--- src/rtl/pwm_audio_out_pkg.sv ---
// Shared constants, scaler state encoding and the BCD volume decode used by the PWM audio path.
// Pure definitions: no state, no latency, no flow control.
package pwm_audio_out_pkg;

   localparam logic [7:0] SILENCE      = 8'd128;
   localparam int         PWM_BITS_DEF = 8;
   localparam int         MUL_STEPS    = 7;

   typedef enum logic [1:0] {
      SC_IDLE = 2'd0,
      SC_MUL  = 2'd1,
      SC_DONE = 2'd2
   } scaler_state_e;

   function automatic logic [3:0] bcd_sat(input logic [3:0] digit);
      return (digit > 4'd9) ? 4'd9 : digit;
   endfunction

   // Maps 0..99 onto roughly 0..127 so a full-scale product shifts down by 7 with no divide.
   function automatic logic [6:0] vol_quant(input logic [3:0] tens, input logic [3:0] units);
      logic [6:0] vol;
      vol = 7'(bcd_sat(tens)) * 7'd10 + 7'(bcd_sat(units));
      return vol + (vol >> 2) + (vol >> 5);
   endfunction

endpackage

--- src/rtl/pwm_audio_out_if.sv ---
// Play/sample/volume inputs and PWM status outputs of the audio output block.
// Plain level signals; sample_req is the only strobe and has no backpressure.
interface pwm_audio_out_if;

   logic       play;
   logic [7:0] sample;
   logic [3:0] volume1;
   logic [3:0] volume0;
   logic       sample_req;
   logic       pwm_out;
   logic [7:0] duty;
   logic       busy;

   modport master (
      output play, sample, volume1, volume0,
      input  sample_req, pwm_out, duty, busy
   );

   modport slave (
      input  play, sample, volume1, volume0,
      output sample_req, pwm_out, duty, busy
   );

endinterface

--- src/rtl/pwm_audio_out_volume_scaler.sv ---
// Latches sample and BCD volume on start, then multiplies (sample-128) by the quantised volume.
// Latency: 7 shift-add cycles plus one DONE cycle; start is ignored while busy, no backpressure.
module pwm_audio_out_volume_scaler
   import pwm_audio_out_pkg::*;
(
   input  logic       clk,
   input  logic       reset,
   input  logic       start,
   input  logic [7:0] sample,
   input  logic [3:0] volume1,
   input  logic [3:0] volume0,
   output logic       busy,
   output logic       done,
   output logic [7:0] result
);

   scaler_state_e state_q, state_d;
   logic [2:0]    step_q, step_d;
   logic [8:0]    mcand_q, mcand_d;
   logic [6:0]    mplier_q, mplier_d;
   logic [8:0]    acc_q, acc_d;
   logic [8:0]    diff;
   logic [9:0]    addend;

   assign diff   = {1'b0, sample} - 9'd128;
   assign addend = mplier_q[0] ? {mcand_q[8], mcand_q} : 10'd0;

   // The accumulator shifts right each step, so the 7 product LSBs fall off and
   // acc ends up holding floor(d * vol_q / 128) directly.
   always_comb begin
      state_d  = state_q;
      step_d   = step_q;
      mcand_d  = mcand_q;
      mplier_d = mplier_q;
      acc_d    = acc_q;
      case (state_q)
         SC_IDLE: begin
            if (start) begin
               mcand_d  = diff;
               mplier_d = vol_quant(volume1, volume0);
               acc_d    = '0;
               step_d   = '0;
               state_d  = SC_MUL;
            end
         end
         SC_MUL: begin
            acc_d    = 9'($signed({acc_q[8], acc_q} + addend) >>> 1);
            mplier_d = mplier_q >> 1;
            step_d   = step_q + 3'd1;
            if (step_q == 3'(MUL_STEPS - 1)) begin
               state_d = SC_DONE;
            end
         end
         SC_DONE: begin
            state_d = SC_IDLE;
         end
         default: begin
            state_d = SC_IDLE;
         end
      endcase
   end

   always_ff @(posedge clk) begin
      if (reset) begin
         state_q  <= SC_IDLE;
         step_q   <= '0;
         mcand_q  <= '0;
         mplier_q <= '0;
         acc_q    <= '0;
      end else begin
         state_q  <= state_d;
         step_q   <= step_d;
         mcand_q  <= mcand_d;
         mplier_q <= mplier_d;
         acc_q    <= acc_d;
      end
   end

   assign busy   = (state_q != SC_IDLE);
   assign done   = (state_q == SC_DONE);
   assign result = SILENCE + acc_q[7:0];

endmodule

--- src/rtl/pwm_audio_out.sv ---
// Free-running PWM audio output; requests one volume-scaled sample every OVERSAMPLE PWM periods.
// Latency: a sample captured at one boundary plays from the next; sample_req cannot be stalled.
module pwm_audio_out
   import pwm_audio_out_pkg::*;
#(
   parameter int OVERSAMPLE = 1,
   parameter int PWM_BITS   = PWM_BITS_DEF
) (
   input  logic             clk,
   input  logic             reset,
   pwm_audio_out_if.slave   aud
);

   logic [PWM_BITS-1:0] pwm_cnt_q, pwm_cnt_d;
   logic [3:0]          os_cnt_q, os_cnt_d;
   logic [7:0]          duty_q, duty_d;
   logic [7:0]          duty_next_q, duty_next_d;
   logic                pwm_out_q, pwm_out_d;
   logic [7:0]          pwm_phase;
   logic                boundary;
   logic                sample_req;
   logic                sc_busy;
   logic                sc_done;
   logic [7:0]          sc_result;

   // Duty is 8 bits; wider counters compare on their top 8 bits.
   assign pwm_phase  = pwm_cnt_q[PWM_BITS-1 -: 8];
   assign boundary   = &pwm_cnt_q;
   assign sample_req = boundary && aud.play && (os_cnt_q == 4'd0) && !reset;

   always_comb begin
      pwm_cnt_d   = pwm_cnt_q + PWM_BITS'(1);
      pwm_out_d   = (pwm_phase < duty_q);
      os_cnt_d    = os_cnt_q;
      duty_d      = duty_q;
      duty_next_d = duty_next_q;
      if (sc_done) begin
         duty_next_d = sc_result;
      end
      // Pausing clears duty_next as well, so a resume never replays a stale sample.
      if (boundary) begin
         if (aud.play) begin
            duty_d   = duty_next_q;
            os_cnt_d = (os_cnt_q == 4'(OVERSAMPLE - 1)) ? 4'd0 : os_cnt_q + 4'd1;
         end else begin
            duty_d      = SILENCE;
            duty_next_d = SILENCE;
            os_cnt_d    = 4'd0;
         end
      end
   end

   always_ff @(posedge clk) begin
      if (reset) begin
         pwm_cnt_q   <= '0;
         os_cnt_q    <= '0;
         duty_q      <= SILENCE;
         duty_next_q <= SILENCE;
         pwm_out_q   <= 1'b0;
      end else begin
         pwm_cnt_q   <= pwm_cnt_d;
         os_cnt_q    <= os_cnt_d;
         duty_q      <= duty_d;
         duty_next_q <= duty_next_d;
         pwm_out_q   <= pwm_out_d;
      end
   end

   pwm_audio_out_volume_scaler u_scaler (
      .clk     (clk),
      .reset   (reset),
      .start   (sample_req),
      .sample  (aud.sample),
      .volume1 (aud.volume1),
      .volume0 (aud.volume0),
      .busy    (sc_busy),
      .done    (sc_done),
      .result  (sc_result)
   );

   assign aud.sample_req = sample_req;
   assign aud.pwm_out    = pwm_out_q;
   assign aud.duty       = duty_q;
   assign aud.busy       = sc_busy;

endmodule

--- src/flat_wrapper.sv ---
// flat-port wrapper written by rule: the top's interface ports become plain ports
module pwm_audio_out_flat import pwm_audio_out_pkg::*;
#(
   parameter int OVERSAMPLE = 1,
   parameter int PWM_BITS   = PWM_BITS_DEF
)
  (clk, reset, aud_play, aud_sample, aud_volume1, aud_volume0, aud_sample_req, aud_pwm_out, aud_duty, aud_busy);
  pwm_audio_out_if aud_i ();
  input  logic clk;
  input  logic reset;
  input wire logic [$bits(aud_i.play)-1:0] aud_play;
  input wire logic [$bits(aud_i.sample)-1:0] aud_sample;
  input wire logic [$bits(aud_i.volume1)-1:0] aud_volume1;
  input wire logic [$bits(aud_i.volume0)-1:0] aud_volume0;
  output wire logic [$bits(aud_i.sample_req)-1:0] aud_sample_req;
  output wire logic [$bits(aud_i.pwm_out)-1:0] aud_pwm_out;
  output wire logic [$bits(aud_i.duty)-1:0] aud_duty;
  output wire logic [$bits(aud_i.busy)-1:0] aud_busy;
  assign aud_i.play = aud_play;
  assign aud_i.sample = aud_sample;
  assign aud_i.volume1 = aud_volume1;
  assign aud_i.volume0 = aud_volume0;
  assign aud_sample_req = aud_i.sample_req;
  assign aud_pwm_out = aud_i.pwm_out;
  assign aud_duty = aud_i.duty;
  assign aud_busy = aud_i.busy;
  pwm_audio_out #(.OVERSAMPLE(OVERSAMPLE), .PWM_BITS(PWM_BITS)) u_core (.clk(clk), .reset(reset), .aud(aud_i));
endmodule
--- config.mk ---
export PLATFORM = sky130hd
export DESIGN_NAME = pwm_audio_out_flat
export DESIGN_NICKNAME = d
export VERILOG_FILES = /design/src/rtl/pwm_audio_out_pkg.sv /design/src/rtl/pwm_audio_out_if.sv /design/src/rtl/pwm_audio_out_volume_scaler.sv /design/src/rtl/pwm_audio_out.sv /design/src/flat_wrapper.sv
export SDC_FILE = /design/constraint.sdc
export NUM_CORES = 1
export LEC_CHECK = 0
export ABC_CLOCK_PERIOD_IN_PS = 4200
export BUFFER_PORTS_ARGS = -buffer_cell sky130_fd_sc_hd__buf_2
export CORE_MARGIN = 2
export CORE_UTILIZATION = 60
export DETAILED_ROUTE_END_ITERATION = 12
export PLACE_DENSITY = 0.88
export SETUP_SLACK_MARGIN = 0.05
export SYNTH_ARGS = -nofsm -noshare
export SYNTH_HDL_FRONTEND = slang
export SYNTH_SLANG_ARGS = --single-unit
--- constraint.sdc ---
create_clock -name clk -period 4.2 [get_ports clk]
set_input_delay 0.42 -clock clk [delete_from_list [all_inputs] [get_ports clk]]
set_output_delay 0.42 -clock clk [all_outputs]
set_load 0.005 [all_outputs]
==> run summary, run 1 <==
Gate power share = 18.6%
Switching share of power = 28.34%
Post-synthesis cell count = 396
Final Hold Fails = 0
Vias per cell = 5.589
Max Buffers Root-to-Sink = 2
Top Metal Used = met4
CP Max Fanout = 5
Slew @ Worst Pin = 0.8384 ns
Clock group share of total power = 36.6%
CTS H-tree depth = 3
WL final = 6.544 mm
Top Ports = 30
Sw power = 0.3523 mW
Antenna diodes = 0
Skew final = 0.01051 ns
Post-synthesis register bit count = 58
Hold buffers post-CTS = 0
Die width = 78.79 um
Average size of a mapped cell = 8.474 um2
Met2 WL post-DR = 3.246 mm
Most frequent cells in the layout = dfxtp_1, nand2_1, a21oi_1
Most common cell after layout, fill and taps aside = dfxtp_1
Core Rows = 27
GPL Wtd Cong = 0.8554
Status = finished clean
Crit path time final = 3.728 ns
Share of layout cells above drive strength 1 = 12.26%
Initial antenna violation count = 0
Max_slew headroom = 44.10%
Cell Area, Placed = 3518 um2
Critical path arrival = 3.91 ns
Pleak = 1.620 nW
Ys flop type = dfxtp_1
CP endpoint kind = flip-flop
CTS Sinks = 58
PortBufs = 29
Final Cycle Share = 88.75%
Post-Layout Inst Area = 3699 um2
Setup bufs post-CTS = 0
Highest Clock Rate = 0.2683 GHz
FFs w/ async S/R, synth = 0%
Worst Setup Path Type = input port to flip-flop
Vert. Die Dim = 78.79 um
Die area = 6207 um2
WL met1 = 2.851 mm
EDFF count, synth = 0
Pwr Density = 336.1 nW/um2
Synthesized net count = 454
Antenna viol nets, final = 0
Cell variety after synth = 48
TritonRoute pass-1 iters = 4
Initial Utilization = 61.70%
Pwr Total = 1.243 mW
Seq/Total Area, Yosys = 34.60%
CTS Buf Count = 9
Vias in the first global route = 2,754
Syn Std Cell Area = 3356 um2
Gr usage total = 23.49%
Iter 0 DRT Violations = 166
Final critical-path setup slack = 0.4725 ns
Yosys warning count = 0
Hold WC Path Type = input port to flip-flop
WL/cell = 13.19 um
Post-DP HPWL = 4.860 mm
Internal = 0.8907 mW
Area Growth Syn to Fin = 10.22%
Met3 WL post-DR = 279 um
Core area = 5439 um2
Required @ worst endpoint = 4.38 ns
Drc violations = 0
Max_cap viols = 0
Reg clk slew, reported paths = 0.07 ns
First-pass GRT wire length = 11.63 mm
Post-CTS resize count = 0
Largest net degree at the start of global routing = 48
Final max-slew violation count = 0
VDD IR max = 0.2455 mV
Pre-CTS WS = 0.1233 ns
RSZ-0062 raised after global routing = no
Worst setup SP type = input port
Total gr overflow = 0
Via count = 2,772
Nets = 477
Flop pwr share = 44.7%
Root Buffer = clkbuf_8
Final setup violation count = 0
Setup tns final = 0 ns
Worst-Skew Late Latency = 0.34 ns
TritonCTS clock tree = yes
## final cells by class
class | count | area [um2]
clock buffer | 10 | 137.6
clock inverter | 6 | 42.54
fill | 449 | 1740
inverter | 23 | 86.33
multi-input combinational | 297 | 2028
sequential | 58 | 1161
tap | 72 | 90.09
timing repair buffer | 30 | 152.6
## per-stage QoR
stage,cells,hold slack (ns),utilization [%]
3_3_place_gp,480,0.4408,64.69
2_1_floorplan,396,0.4262,-
5_1_grt,496,0.2629,68.00
3_5_place_dp,480,0.4452,64.69
6_report,496,0.2676,68.00
4_1_cts,496,0.2547,68.00
## cells in the mapped netlist, types with 2 or more instances
cell | count | area share, %
nand2b_1 | 9 | 1.7
o21bai_1 | 3 | 0.67
nand3_1 | 16 | 2.4
nor2b_1 | 10 | 1.9
mux2i_1 | 2 | 0.60
a21o_1 | 6 | 1.3
a211o_1 | 3 | 0.78
a31oi_1 | 3 | 0.56
fa_1 | 5 | 3.0
a211oi_1 | 4 | 0.89
nand3b_1 | 4 | 0.89
a21oi_1 | 35 | 5.2
nor2_1 | 27 | 3.0
dfxtp_1 | 58 | 35
nor3_1 | 3 | 0.45
a22o_1 | 6 | 1.6
xor2_1 | 11 | 2.9
xnor2_1 | 12 | 3.1
clkbuf_1 | 14 | 1.6
nand4_1 | 2 | 0.37
nand2_1 | 56 | 6.3
ha_1 | 34 | 13
and3_1 | 4 | 0.75
a311oi_1 | 3 | 0.78
and2_1 | 7 | 1.3
o21ai_0 | 15 | 2.2
inv_1 | 23 | 2.6
## critical path, cell delays in order
cell and delay (ns):
buf_2 0.12, nand2b_1 0.18, inv_1 0.07, ha_1 0.28, ha_1 0.22, fa_1 0.38
xnor2_1 0.28, xor2_1 0.26, xor2_1 0.10, ha_1 0.19, a21o_1 0.17, ha_1 0.29
a211oi_1 0.34, o21bai_1 0.12, a21oi_1 0.20, xor2_1 0.17, o21ai_0 0.10
## routing by layer
layer	vias up	GRT usage, %
met1	1300	26.46
li1	1405	-
met4	0	12.46
met3	16	5.000
met5	-	0
met2	51	41.45
## registers in the layout (all words and copies together) (netlist names), 2 cells and up
name and flops:
u_core.pwm_cnt_q 8, u_core.u_scaler.mcand_q 8, u_core.u_scaler.step_q 3, u_core.u_scaler.acc_q 9, u_core.u_scaler.state_q 2, u_core.duty_next_q 8, u_core.aud.duty 8, u_core.os_cnt_q 4
u_core.u_scaler.mplier_q 7
## worst paths after layout
kind,from,to,slack [ns],cells past startpoint
max,aud_volume1[3],u_core.u_scaler.mplier_q[6],0.47,17
min,aud_sample[7],u_core.u_scaler.mcand_q[7],0.27,2
max reg2reg,u_core.pwm_cnt_q[0],u_core.u_scaler.mplier_q[5],1.51,6
min reg2reg,u_core.u_scaler.mcand_q[5],u_core.u_scaler.mcand_q[5],0.46,2
## power by group through the flow
stage | clock network [mW] | registers, mW | logic [mW]
after detailed placement | 0 | 0.569 | 0.232
final | 0.455 | 0.556 | 0.232
after CTS | 0.463 | 0.556 | 0.234
after floorplan | 0 | 0.568 | 0.182
after global routing | 0.484 | 0.556 | 0.266
after global placement | 0 | 0.568 | 0.221
## kinds of logic after synthesis
logic type / count (synthesis) / share of synthesized area (%)
multiplexers: 3 / 0.9321
XOR/XNOR: 23 / 6.003
AO/OA/AOI/OAI: 89 / 17.30
adder cells (fa/ha/maj): 39 / 15.66
buffers and inverters: 41 / 4.959
flip-flops: 58 / 34.60
AND/OR/NAND/NOR: 143 / 20.54
Note: power is estimated with default switching activity, not from simulation.
==> inputs of run 2 (changes only) <==
--- a/config.mk
+++ b/config.mk
@@ -5,7 +5,7 @@
 export SDC_FILE = /design/constraint.sdc
 export NUM_CORES = 1
 export LEC_CHECK = 0
-export ABC_CLOCK_PERIOD_IN_PS = 4200
+export ABC_CLOCK_PERIOD_IN_PS = 3500
 export BUFFER_PORTS_ARGS = -buffer_cell sky130_fd_sc_hd__buf_2
 export CORE_MARGIN = 2
 export CORE_UTILIZATION = 60
==> constraint.sdc (replaced) <==
create_clock -name clk -period 3.5 [get_ports clk]
set_input_delay 0.35 -clock clk [delete_from_list [all_inputs] [get_ports clk]]
set_output_delay 0.35 -clock clk [all_outputs]
set_load 0.005 [all_outputs]
==> run summary, run 2 (synthesis results as in run 1) <==
Final critical-path setup slack = 0.07610 ns (was 0.4725 ns)
Slew @ Worst Pin = 0.7550 ns (was 0.8384 ns)
Fill cells = 405 (was 449)
Final Util = 72.44% (was 68.00%)
CP Max Fanout = 2 (was 5)
CTS H-tree depth = 3 (unchanged)
Antenna diodes = 0 (unchanged)
Status = finished clean (unchanged)
TritonCTS clock tree = yes (unchanged)
Gr usage total = 24.12% (was 23.49%)
Final Non-Filler Cells = 514 (was 496)
Vert. Die Dim = 78.79 um (unchanged)
Skew final = 0.009366 ns (was 0.01051 ns)
Hold_ws = 0.1837 ns (was 0.2676 ns)
Core Rows = 27 (unchanged)
Iter 0 DRT Violations = 115 (was 166)
Initial antenna violation count = 0 (unchanged)
Drc violations = 0 (unchanged)
VDD IR max = 0.3566 mV (was 0.2455 mV)
GPL Wtd Cong = 0.8518 (was 0.8554)
Hold buffers post-CTS = 0 (unchanged)
Core area = 5439 um2 (unchanged)
CTS Buf Count = 9 (unchanged)
Top Ports = 30 (unchanged)
CTS Sinks = 58 (unchanged)
Total gr overflow = 0 (unchanged)
Max stage delay on crit path = 0.57 ns (was 0.38 ns)
Pre-CTS WS = -0.2090 ns (was 0.1233 ns)
WL/cell = 13.89 um (was 13.19 um)
Vias per cell = 5.574 (was 5.589)
Via count = 2,865 (was 2,772)
Die width = 78.79 um (unchanged)
Final max-slew violation count = 0 (unchanged)
Placed cell count = 497 (was 480)
Max_slew headroom = 49.67% (was 44.10%)
Initial Utilization = 61.70% (unchanged)
Cell Area, Placed = 3705 um2 (was 3518 um2)
Largest net degree at the start of global routing = 47 (was 48)
Final Cycle Share = 97.83%
Most common cell after layout, fill and taps aside = dfxtp_1 (unchanged)
Max_cap viols = 0 (unchanged)
Worst path most repeated cell = ha_2 (was ha_1)
Pwr Density = 424.6 nW/um2 (was 336.1 nW/um2)
CP endpoint kind = flip-flop (unchanged)
Crit-path slowest cell = fa_1 (unchanged)
TritonRoute pass-1 iters = 4 (unchanged)
Reg clk slew, reported paths = 0.07 ns (about the same)
Vias in the first global route = 2,722 (was 2,754)
First-pass GRT wire length = 11.85 mm (was 11.63 mm)
PortBufs = 29 (unchanged)
Max reg flops = 9 (unchanged)
Crit path time final = 3.424 ns
Root Buffer = clkbuf_8 (unchanged)
Worst-Skew Late Latency = 0.35 ns (was 0.34 ns)
Die area = 6207 um2 (unchanged)
Post-Layout Inst Area = 3940 um2 (was 3699 um2)
Worst setup SP type = input port (unchanged)
Final Hold Fails = 0 (unchanged)
Antenna viol nets, final = 0 (unchanged)
WL final = 7.140 mm (was 6.544 mm)
Nets = 495 (was 477)
Critical path arrival = 3.66 ns (was 3.91 ns)
Required @ worst endpoint = 3.73 ns (was 4.38 ns)
Hold WC Path Type = input port to flip-flop (unchanged)
Sequence of cells on the critical path = buf_2, o21ai_2, nand2b_1, ha_2, ha_4, fa_1, o2111ai_2, xor2_2, xor2_1, ha_1, ha_2, inv_2, fa_2, buf_4, xnor2_2, nand2_2, a311oi_2 (was buf_2, nand2b_1, inv_1, ha_1, ha_1, fa_1, xnor2_1, xor2_1, xor2_1, ha_1, a21o_1, ha_1, a211oi_1, o21bai_1, a21oi_1, xor2_1, o21ai_0)
Most frequent cells in the layout = dfxtp_1, nand2_1, a21oi_1 (unchanged)
Worst Setup Path Type = input port to flip-flop (unchanged)
Pleak = 1.739 nW (was 1.620 nW)
CP top delay family = adder cells (unchanged)
Top reg by flops = u_core.u_scaler.acc_q (unchanged)
Max Buffers Root-to-Sink = 2 (unchanged)
Highest Clock Rate = 0.2921 GHz
Worst Path Buf+Inv = 3 (was 2)
Final setup violation count = 0 (unchanged)
RSZ-0062 raised after global routing = yes (was no)
Share of layout cells above drive strength 1 = 19.46% (was 12.26%)
Post-DP HPWL = 5.082 mm (was 4.860 mm)
Area Growth Syn to Fin = 17.41% (was 10.22%)
-- run 2: changes by cell type in the layout (fill, tap and decap cells not counted), sizes merged --
cell and delta:
buf +18, bufinv +1, clkbuf +1, clkinvlp -2
-- run 2: final timing paths --
| kind | start | endpoint | slack, ns | cells past startpoint |
|---|---|---|---|---|
| hold / removal | aud_sample[7] | u_core.u_scaler.mcand_q[7] | 0.18 | 2 |
| setup reg to reg | u_core.pwm_cnt_q[1] | u_core.u_scaler.mplier_q[3] | 1.17 | 7 |
| setup / recovery | aud_volume1[1] | u_core.u_scaler.mplier_q[3] | 0.08 | 17 |
| hold reg to reg | u_core.u_scaler.mcand_q[2] | u_core.u_scaler.mcand_q[2] | 0.45 | 2 |
-- run 2: area by class of cell --
cell class	count	area, um2	share of cell area, %
sequential	58	1161	29.47
clock buffer	11	141.4	3.588
tap	72	90.09	2.286
inverter	23	86.33	2.191
multi-input combinational	297	2120	53.79
clock inverter	5	53.80	1.366
timing repair buffer	48	287.8	7.304
-- run 2: per-layer routing --
metal,vias up,wire length (um),GRT usage (%)
met5,-,0,0
met4,0,177,10.70
met3,17,341,5.455
met2,71,3443,41.79
met1,1327,3178,28.46
li1,1450,-,-
-- run 2: timing repair --
| item | CTS | global route |
|---|---|---|
| endpoints found under the setup margin | 0 | 3 |
| buffers inserted | 0 | 1 |
| gates resized for setup | 0 | 6 |
-- run 2: metrics by stage --
step                setup TNS (ns)  power (mW)
CTS                              0       1.655
detailed placement         -0.7120       1.043
global route              -0.05053       1.749
global placement           -0.1447       1.028
finish                           0       1.673
floorplan                        0      0.9191
-- run 2: report_power, final --
| part | total, mW | internal (mW) | leakage, nW | switching (mW) |
|---|---|---|---|---|
| Sequential | 0.668 | 0.663 | 0.468 | 0.00412 |
| Combinational | 0.386 | 0.204 | 1.17 | 0.182 |
| Clock | 0.619 | 0.346 | 0.103 | 0.274 |
| Total | 1.67 | 1.21 | 1.74 | 0.460 |
==> inputs of run 3 (changes only) <==
--- a/config.mk
+++ b/config.mk
@@ -7,10 +7,12 @@
 export LEC_CHECK = 0
 export ABC_CLOCK_PERIOD_IN_PS = 3500
 export BUFFER_PORTS_ARGS = -buffer_cell sky130_fd_sc_hd__buf_2
+export CELL_PAD_IN_SITES_DETAIL_PLACEMENT = 2
+export CELL_PAD_IN_SITES_GLOBAL_PLACEMENT = 2
 export CORE_MARGIN = 2
-export CORE_UTILIZATION = 60
+export CORE_UTILIZATION = 36
 export DETAILED_ROUTE_END_ITERATION = 12
-export PLACE_DENSITY = 0.88
+export PLACE_DENSITY = 0.87
 export SETUP_SLACK_MARGIN = 0.05
 export SYNTH_ARGS = -nofsm -noshare
 export SYNTH_HDL_FRONTEND = slang
==> run summary, run 3 (synthesis results as in run 1) <==
Status = finished clean (unchanged)
TritonRoute pass-1 iters = 7 (was 4)
RSZ-0062 raised after global routing = yes (unchanged)
Sequence of cells on the critical path = buf_4, nand2b_4, inv_2, ha_4, ha_4, fa_2, o2111ai_4, xor2_2, xor2_1, ha_1, ha_4, inv_2, fa_2, nor2b_2, o21a_1, nor3_2, nand3b_1, a211oi_2 (was buf_2, o21ai_2, nand2b_1, ha_2, ha_4, fa_1, o2111ai_2, xor2_2, xor2_1, ha_1, ha_2, inv_2, fa_2, buf_4, xnor2_2, nand2_2, a311oi_2)
WL met1 = 4.049 mm (was 3.178 mm)
Most frequent cells in the layout = dfxtp_1, nand2_1, a21oi_1 (unchanged)
Antenna viol nets, final = 0 (unchanged)
Final Hold Fails = 0 (unchanged)
Total gr overflow = 0 (unchanged)
Top Metal Used = met4 (unchanged)
Required @ worst endpoint = 3.76 ns (was 3.73 ns)
Crit path time final = 3.448 ns (was 3.424 ns)
GPL Wtd Cong = 0.8036 (was 0.8518)
Pwr Density = 431.3 nW/um2 (was 424.6 nW/um2)
Worst path most repeated cell = ha_4 (was ha_2)
Area Growth Syn to Fin = 20.62% (was 17.41%)
Reg clk slew, reported paths = 0.06 ns (was 0.07 ns)
Top Ports = 30 (unchanged)
Met3 WL post-DR = 286 um (was 341 um)
Pleak = 1.750 nW (was 1.739 nW)
WL final = 9.384 mm (was 7.140 mm)
Root Buffer = clkbuf_8 (unchanged)
Hold buffers post-CTS = 0 (unchanged)
Slew @ Worst Pin = 0.7819 ns (was 0.7550 ns)
Critical path arrival = 3.71 ns (was 3.66 ns)
Skew final = 0.005588 ns (was 0.009366 ns)
Largest net degree at the start of global routing = 47 (unchanged)
CTS Sinks = 58 (unchanged)
Core Rows = 35 (was 27)
WL/cell = 16.94 um (was 13.89 um)
Nets = 497 (was 495)
Vert. Die Dim = 100.5 um (was 78.79 um)
PortBufs = 29 (unchanged)
Worst setup SP type = input port (unchanged)
Core area = 9153 um2 (was 5439 um2)
Met2 WL post-DR = 4.949 mm (was 3.443 mm)
TritonCTS clock tree = yes (unchanged)
Max stage delay on crit path = 0.58 ns (was 0.57 ns)
CP endpoint kind = flip-flop (unchanged)
Worst Setup SP = aud_volume1[3] (was aud_volume1[1])
Final Util = 44.22% (was 72.44%)
Via count = 2,923 (was 2,865)
Drc violations = 0 (unchanged)
Max reg flops = 9 (unchanged)
Hold Path Cell Cnt = 2 (unchanged)
Top reg by flops = u_core.u_scaler.acc_q (unchanged)
CP Max Fanout = 5 (was 2)
Antenna diodes = 0 (unchanged)
CTS H-tree depth = 3 (unchanged)
First-pass GRT wire length = 15.87 mm (was 11.85 mm)
Final setup violation count = 0 (unchanged)
Share of layout cells above drive strength 1 = 19.86% (was 19.46%)
Die width = 100.5 um (was 78.79 um)
CTS Buf Count = 9 (unchanged)
Initial antenna violation count = 0 (unchanged)
Max Buffers Root-to-Sink = 2 (unchanged)
Hold WC Path Type = input port to flip-flop (unchanged)
Crit-path slowest cell = fa_2 (was fa_1)
Worst-case reg-to-reg path depth = 7 (unchanged)
Final Cycle Share = 98.50% (was 97.83%)
Most common cell after layout, fill and taps aside = dfxtp_1 (unchanged)
Final max-slew violation count = 0 (unchanged)
Worst-Skew Late Latency = 0.34 ns (was 0.35 ns)
Post-DP HPWL = 7.019 mm (was 5.082 mm)
Reg-to-Reg Start = u_core.pwm_cnt_q[0] (was u_core.pwm_cnt_q[1])
Fill cells = 1,044 (was 405)
Initial Utilization = 36.66% (was 61.70%)
Hold_ws = 0.1947 ns (was 0.1837 ns)
VDD IR max = 0.2676 mV (was 0.3566 mV)
Hold Path Origin = aud_sample[7] (unchanged)
Vias in the first global route = 3,338 (was 2,722)
Highest Clock Rate = 0.2901 GHz (was 0.2921 GHz)
Max_cap viols = 0 (unchanged)
Vias per cell = 5.276 (was 5.574)
Die area = 10,110 um2 (was 6207 um2)
Gr usage total = 19.76% (was 24.12%)
Max_slew headroom = 47.88% (was 49.67%)
Iter 0 DRT Violations = 73 (was 115)
Worst Setup Path Type = input port to flip-flop (unchanged)
run 3: power breakdown:
part / total, mW / switching [mW] / internal [mW]
logic: 0.432 / 0.213 / 0.219
clock network: 0.646 / 0.263 / 0.382
registers: 0.668 / 0.00427 / 0.664
total: 1.75 / 0.480 / 1.27
run 3: repair_timing:
| item | in CTS | in global routing |
|---|---|---|
| endpoints found under the hold margin | 0 | 0 |
| gates cloned | 0 | 0 |
| pin swaps | 0 | 13 |
| gates resized for setup | 2 | 14 |
| setup buffers | 0 | 1 |
| setup endpoints to repair | 1 | 5 |
run 3: final cells by class:
| cell class | count | area (um2) | share of cell area, % |
|---|---|---|---|
| multi-input cells | 297 | 2140 | 52.86 |
| repair buffers | 50 | 317.8 | 7.852 |
| clock inverters | 2 | 35.03 | 0.8655 |
| well taps | 111 | 138.9 | 3.431 |
| flip-flops and latches | 58 | 1161 | 28.69 |
| clock buffers | 13 | 168.9 | 4.173 |
| inverters | 23 | 86.33 | 2.133 |
run 3: path summary, 6_finish.rpt:
check / endpoint / slack, ns
hold / removal: u_core.u_scaler.mcand_q[7] / 0.19
hold reg to reg: u_core.u_scaler.mcand_q[3] / 0.45
setup / recovery: u_core.u_scaler.mplier_q[5] / 0.05
setup reg to reg: u_core.u_scaler.acc_q[2] / 1.10
run 3: metrics by stage:
| step | total power [mW] | setup slack, ns | TNS [ns] | cells | cell area, um2 |
|---|---|---|---|---|---|
| finish | 1.746 | 0.05244 | 0 | 554 | 4048 |
| global route | 1.845 | -0.1044 | -0.1044 | 554 | 4048 |
| floorplan | 0.9191 | 0.05821 | 0 | 396 | 3415 |
| CTS | 1.730 | 0.05871 | 0 | 553 | 3980 |
| global placement | 1.040 | -0.1056 | -0.3177 | 538 | 3769 |
| detailed placement | 1.076 | -0.3152 | -1.172 | 538 | 3769 |
run 3: layer usage:
layer	global-route usage, %	vias up
met5	0	-
met4	5.163	0
met3	4.369	9
met2	36.60	46
met1	22.87	1430
li1	-	1438
run 3: worst max-delay path, delay by kind of cell:
kind            cells  cell delay, ns
fa+ha+maj           6            1.77
compound gates      3            0.51
simple gates        4            0.50
xor+xnor            2            0.34
buf+inv             3            0.24
